==> src/rtl/riscv_core_icache_pkg.sv <==
// I-cache refill shared types and AXI constants.
// Imported by the refill FSM and its line buffer.
package riscv_core_icache_pkg;

  typedef enum logic [1:0] {
    S_IDLE,
    S_AR,
    S_R,
    S_DONE
  } refill_state_t;

  localparam logic [1:0] AXI_BURST_INCR = 2'b01;
  localparam logic [2:0] AXI_SIZE_8B    = 3'd3;
  localparam logic [1:0] AXI_RESP_OKAY  = 2'b00;

  localparam int LINE_BITS = 256;
  localparam int BEAT_BITS = 64;
  localparam int BEATS     = LINE_BITS / BEAT_BITS;

endpackage

==> src/rtl/riscv_core_icache_line_buf.sv <==
// Line assembly buffer for the I-cache refill.
// Each accepted beat lands in its slot of the line.
module riscv_core_icache_line_buf #(
  parameter int AXI_DATA_WIDTH = 64,
  parameter int BLOCK_WIDTH    = 256,
  parameter int IDX_WIDTH      = 2
) (
  input  logic                      i_clk,
  input  logic                      i_rst,
  input  logic                      i_we,
  input  logic [IDX_WIDTH-1:0]      i_idx,
  input  logic [AXI_DATA_WIDTH-1:0] i_data,
  output logic [BLOCK_WIDTH-1:0]    o_line
);

  // Write the selected beat slot.
  always_ff @(posedge i_clk or posedge i_rst) begin
    if (i_rst) begin
      o_line <= '0;
    end else if (i_we) begin
      o_line[i_idx*AXI_DATA_WIDTH +: AXI_DATA_WIDTH] <= i_data;
    end
  end

endmodule

==> src/rtl/riscv_core_icache_refill.sv <==
// I-cache refill: one AXI INCR burst per miss.
// Assembles the line and pulses valid or error.
module riscv_core_icache_refill
  import riscv_core_icache_pkg::*;
#(
  parameter int ADDR_WIDTH     = 64,
  parameter int AXI_DATA_WIDTH = 64,
  parameter int BLOCK_WIDTH    = 256,
  parameter int ID_WIDTH       = 4
) (
  input  logic                      i_clk,
  input  logic                      i_rst,
  input  logic                      i_refill_req,
  input  logic [ADDR_WIDTH-1:0]     i_refill_addr,
  input  logic                      i_offset,
  output logic                      o_refill_busy,
  output logic [BLOCK_WIDTH-1:0]    o_block,
  output logic                      o_block_valid,
  output logic                      o_offset,
  output logic                      o_refill_err,
  output logic                      o_arvalid,
  input  logic                      i_arready,
  output logic [ADDR_WIDTH-1:0]     o_araddr,
  output logic [7:0]                o_arlen,
  output logic [2:0]                o_arsize,
  output logic [1:0]                o_arburst,
  output logic [ID_WIDTH-1:0]       o_arid,
  input  logic                      i_rvalid,
  output logic                      o_rready,
  input  logic [AXI_DATA_WIDTH-1:0] i_rdata,
  input  logic [1:0]                i_rresp,
  input  logic                      i_rlast
);

  localparam int NB = BLOCK_WIDTH / AXI_DATA_WIDTH;
  localparam int IW = (NB > 1) ? $clog2(NB) : 1;
  localparam int OB = $clog2(BLOCK_WIDTH / 8);
  localparam logic [IW-1:0] LAST = IW'(NB - 1);
  localparam logic [ADDR_WIDTH-1:0] LMASK =
    ~{{(ADDR_WIDTH-OB){1'b0}}, {OB{1'b1}}};

  refill_state_t state, nstate;

  logic [ADDR_WIDTH-1:0] sum;
  logic [IW-1:0]         cnt;
  logic                  err;
  logic                  beat;
  logic                  bad;
  logic                  fin;

  assign sum  = i_offset ? i_refill_addr + ADDR_WIDTH'(2)
                         : i_refill_addr;
  assign beat = (state == S_R) && i_rvalid;
  assign fin  = i_rlast || (cnt == LAST);
  assign bad  = (i_rresp != AXI_RESP_OKAY) ||
                (i_rlast != (cnt == LAST));

  assign o_arlen   = 8'(NB - 1);
  assign o_arsize  = AXI_SIZE_8B;
  assign o_arburst = AXI_BURST_INCR;
  assign o_arid    = '0;

  // State register; reset abandons any burst.
  always_ff @(posedge i_clk or posedge i_rst) begin
    if (i_rst) state <= S_IDLE;
    else       state <= nstate;
  end

  // Next-state: one burst per accepted miss.
  always_comb begin
    nstate = state;
    unique case (state)
      S_IDLE: if (i_refill_req) nstate = S_AR;
      S_AR:   if (i_arready)    nstate = S_R;
      S_R:    if (i_rvalid && fin) nstate = S_DONE;
      S_DONE: nstate = S_IDLE;
      default: nstate = S_IDLE;
    endcase
  end

  // State-decoded handshake and result strobes.
  always_comb begin
    o_refill_busy = (state != S_IDLE);
    o_arvalid     = (state == S_AR);
    o_rready      = (state == S_R);
    o_block_valid = (state == S_DONE) && !err;
    o_refill_err  = (state == S_DONE) && err;
  end

  // Latch the request, count beats, accumulate sticky error.
  always_ff @(posedge i_clk or posedge i_rst) begin
    if (i_rst) begin
      o_araddr <= '0;
      o_offset <= 1'b0;
      cnt      <= '0;
      err      <= 1'b0;
    end else if (state == S_IDLE && i_refill_req) begin
      o_araddr <= sum & LMASK;
      o_offset <= i_offset;
      cnt      <= '0;
      err      <= 1'b0;
    end else if (beat) begin
      cnt      <= cnt + IW'(1);
      err      <= err | bad;
    end
  end

  riscv_core_icache_line_buf #(
    .AXI_DATA_WIDTH (AXI_DATA_WIDTH),
    .BLOCK_WIDTH    (BLOCK_WIDTH),
    .IDX_WIDTH      (IW)
  ) u_buf (
    .i_clk  (i_clk),
    .i_rst  (i_rst),
    .i_we   (beat),
    .i_idx  (cnt),
    .i_data (i_rdata),
    .o_line (o_block)
  );

endmodule

==> config.mk <==
export PLATFORM = sky130hd
export DESIGN_NAME = riscv_core_icache_refill
export DESIGN_NICKNAME = d
export VERILOG_FILES = /design/src/rtl/riscv_core_icache_pkg.sv /design/src/rtl/riscv_core_icache_line_buf.sv /design/src/rtl/riscv_core_icache_refill.sv
export SDC_FILE = /design/constraint.sdc
export NUM_CORES = 1
export LEC_CHECK = 0
export CAP_MARGIN = 25
export CORE_ASPECT_RATIO = 0.75
export CORE_MARGIN = 2
export CORE_UTILIZATION = 51
export DETAILED_ROUTE_END_ITERATION = 16
export PLACE_DENSITY = 0.86
export SETUP_SLACK_MARGIN = 0.1
export SLEW_MARGIN = 40
export SYNTH_ARGS = -nofsm -noshare
export SYNTH_HDL_FRONTEND = slang
export SYNTH_HIERARCHICAL = 1
export SYNTH_SLANG_ARGS = --single-unit
==> constraint.sdc <==
create_clock -name i_clk -period 17.3 [get_ports i_clk]
set_input_delay 3.46 -clock i_clk [delete_from_list [all_inputs] [get_ports i_clk]]
set_output_delay 3.46 -clock i_clk [all_outputs]
set_load 0.02 [all_outputs]
==> run summary <==
CTS root buf - clkbuf_16
initial antenna violation count - 0
hold_sp - o_araddr[8]$_DFFE_PP0P_
CP Capture Type - flop
proportion of power drawn by the clock network - 0.242
Final Setup Violations - 0
layout cells sized above 1 - 0.116
Starting DRT DRC Count - 1432
Worst Max-Slew Pin Slew - 886 ps
sequential share of power - 0.321
Synth Flop Type - dfrtp_1
Worst Path Required - 17700 ps
drt pass-1 iters - 7
Post-synth ARST share - 1.00
crit path from - i_refill_addr[12]
Gate power share - 0.436
Total Wirelength - 56.2 mm
Sw Pwr - 1300 µW
vias in the first global route - 14271
Peak VDD IR - 0.119 mV
crit path max-delay cell type - nor4_1
Syn Inst Count - 1424
Net Sw Frac - 0.405
I/O pin cnt - 480
outcome - complete, no violations
Total GRT Usage - 0.336
post-route minimum period - 5800 ps
Final TNS setup - 0 ps
num rows - 55
Post-CTS Setup Bufs - 0
Distinct cells, synth - 51
max cap viols - 0
unrepaired setup endpoints after global routing - no
Seq/Total Area, Yosys - 0.505
number of nets still failing antenna checks after routing - 0
Total Nets Final - 1946
reg2reg start - cnt[1]$_DFFE_PP0P_
Die X - 208 µm
worst min path class - reg -> reg
first-pass GRT wire length - 86.1 mm
post-route insts no fill - 2224
Post-synth EDFFs - 0
cts repair resizes - 0
PortBufs - 456
CTS tree - done
clk slew on worst S/H paths - 60 ps
crit path kind - in -> reg
crit path cell chain - clkdlybuf4s50_1, nand4_1, nor4_1, nand4_1, o31a_1, o31a_1
syn_area_per_cell - 11.2 µm²
Slew Viols, Final - 0
Detailed Place HPWL - 37.1 mm
Relative slew margins - 0.409
type of origin of the critical path - input port
clock tree sinks - 321
Yosys reg bits - 321
synth warn - 6
Initial Util - 0.523
period utilisation layout - 0.335
most common cell after layout, fill and taps aside - clkdlybuf4s50_1
gpl congestion - 0.943
Skew-Pair Late Insertion Delay - 530 ps
crit path DAT - 6200 ps
DR vias - 14330
Max Fclk - 173 MHz
Via density - 6.44
Util after Layout - 0.714
mapped cell area - 15900 µm²
CP max stage delay - 710 ps
most frequent cells in the layout - 456 x clkdlybuf4s50_1, 320 x dfrtp_1, 124 x and2_1
ant diodes - 0
DR WL/cell - 25.3 µm
cts bufs inserted - 35
die height - 157 µm
Core Area - 30400 µm²
largest net degree at the start of global routing - 140
area grow syn2layout - 36.6%
global route total overflow - 0
Internal - 1910 µW
Leakage - 0.00861 µW
clk_skew - 14.9 ps
crit-path max FO - 6
P per Cell Area - 148 nW/µm²
placed cell count - 2160
CTS Hold Bufs - 0
Residual DRC - 0
H-tree depth - 2
Bufs on Longest Clock Path - 3
final hold vios - 0
die area - 32600 µm²
## per-layer routing
layer / track usage / vias up / part of all wire
met3: 0.0784 / 164 / 0.091
li1: - / 6068 / -
met1: 0.449 / 7218 / 0.40
met5: 0 / - / 0
met2: 0.530 / 880 / 0.46
met4: 0.146 / 0 / 0.048
## synthesized netlist by cell type, types with 3 or more instances
library cell	number	area [µm²]
nor2_1	30	113
buf_4	28	210
nand2_1	90	338
a211o_1	4	35.0
clkbuf_1	85	319
xnor2_1	21	184
and3_1	16	100
nand3_1	112	561
nor2b_1	5	31.3
inv_1	19	71.3
and2_1	124	776
a31oi_1	9	56.3
o2bb2ai_1	36	315
nand4_1	86	538
or4_1	9	67.6
nand2b_1	3	18.8
buf_6	10	113
nor3_1	17	85.1
a32o_1	120	1200
o2bb2ai_2	100	1500
mux2i_1	11	110
ha_1	11	138
nor4_1	12	75.1
xor2_1	12	105
and4_1	7	61.3
dfrtp_1	321	8030
nand3b_1	3	22.5
a21oi_1	7	35.0
buf_2	38	190
o21ai_0	40	200
or3_1	10	62.6
## layout make-up
type | instances | area (µm²)
Fill cell | 2126 | 8690
Sequential cell | 321 | 8030
Multi-Input combinational cell | 943 | 7150
Timing Repair Buffer | 478 | 4770
Clock buffer | 48 | 1010
Tap cell | 399 | 499
Clock inverter | 16 | 175
Inverter | 19 | 85.1
## path summary, 6_finish.rpt
path	to	cells past startpoint	slack [ps]
worst max-delay path	o_araddr[63]$_DFFE_PP0P_	6	11500
worst min-delay path	o_araddr[8]$_DFFE_PP0P_	2	480
worst max register to register	u_buf/o_line[24]$_DFFE_PP0P_	5	14210
worst min register to register	o_araddr[8]$_DFFE_PP0P_	2	480
max in group asynchronous	u_buf/o_line[156]$_DFFE_PP0P_	4	11880
min in group asynchronous	u_buf/o_line[47]$_DFFE_PP0P_	2	3520
## registers in the layout (all words and copies together), names as in the netlist
register / flops
err: 1
o_araddr: 59
state: 2
u_buf/o_line: 256
o_offset: 1
cnt: 2
## worst max-delay path, delay by kind of cell
kind,cells,cell delay [ps]
buffers and inverters,1,580
AND/OR/NAND/NOR,3,1450
AO/OA/AOI/OAI,2,710
## stage by stage
step | worst slack, ps | area (µm²) | power (µW) | hold WS, ps
global placement | 10760 | 20400 | 2380 | 464
detailed placement | 10890 | 20500 | 2430 | 469
CTS | 11440 | 21700 | 3210 | 483
finish | 11500 | 21700 | 3220 | 477
floorplan | 6800 | 16000 | 1820 | 477
global route | 11260 | 21700 | 3340 | 500
## cell families (layout without fill, tap and decap cells)
kind of cell               after synthesis  after routing  synth area share
buffers and inverters                  180            561            0.0568
DFF                                    321            321             0.505
other                                    2             22          0.000472
xor gates and xnor gates                33             33            0.0182
and+or+nand+nor                        535            535             0.185
muxes                                   13             13           0.00834
adders and majority gates               11             11           0.00865
AOI/OAI and AO/OA                      329            329             0.217
## power by group through the flow
stage               Combinational [µW]  Clock, µW  Sequential, µW
floorplan                          605          0            1210
global placement                  1340          0            1030
detailed placement                1390          0            1040
CTS                               1390        785            1030
global route                      1470        817            1050
finish                            1400        779            1030
Note: power is estimated with default switching activity, not from simulation.
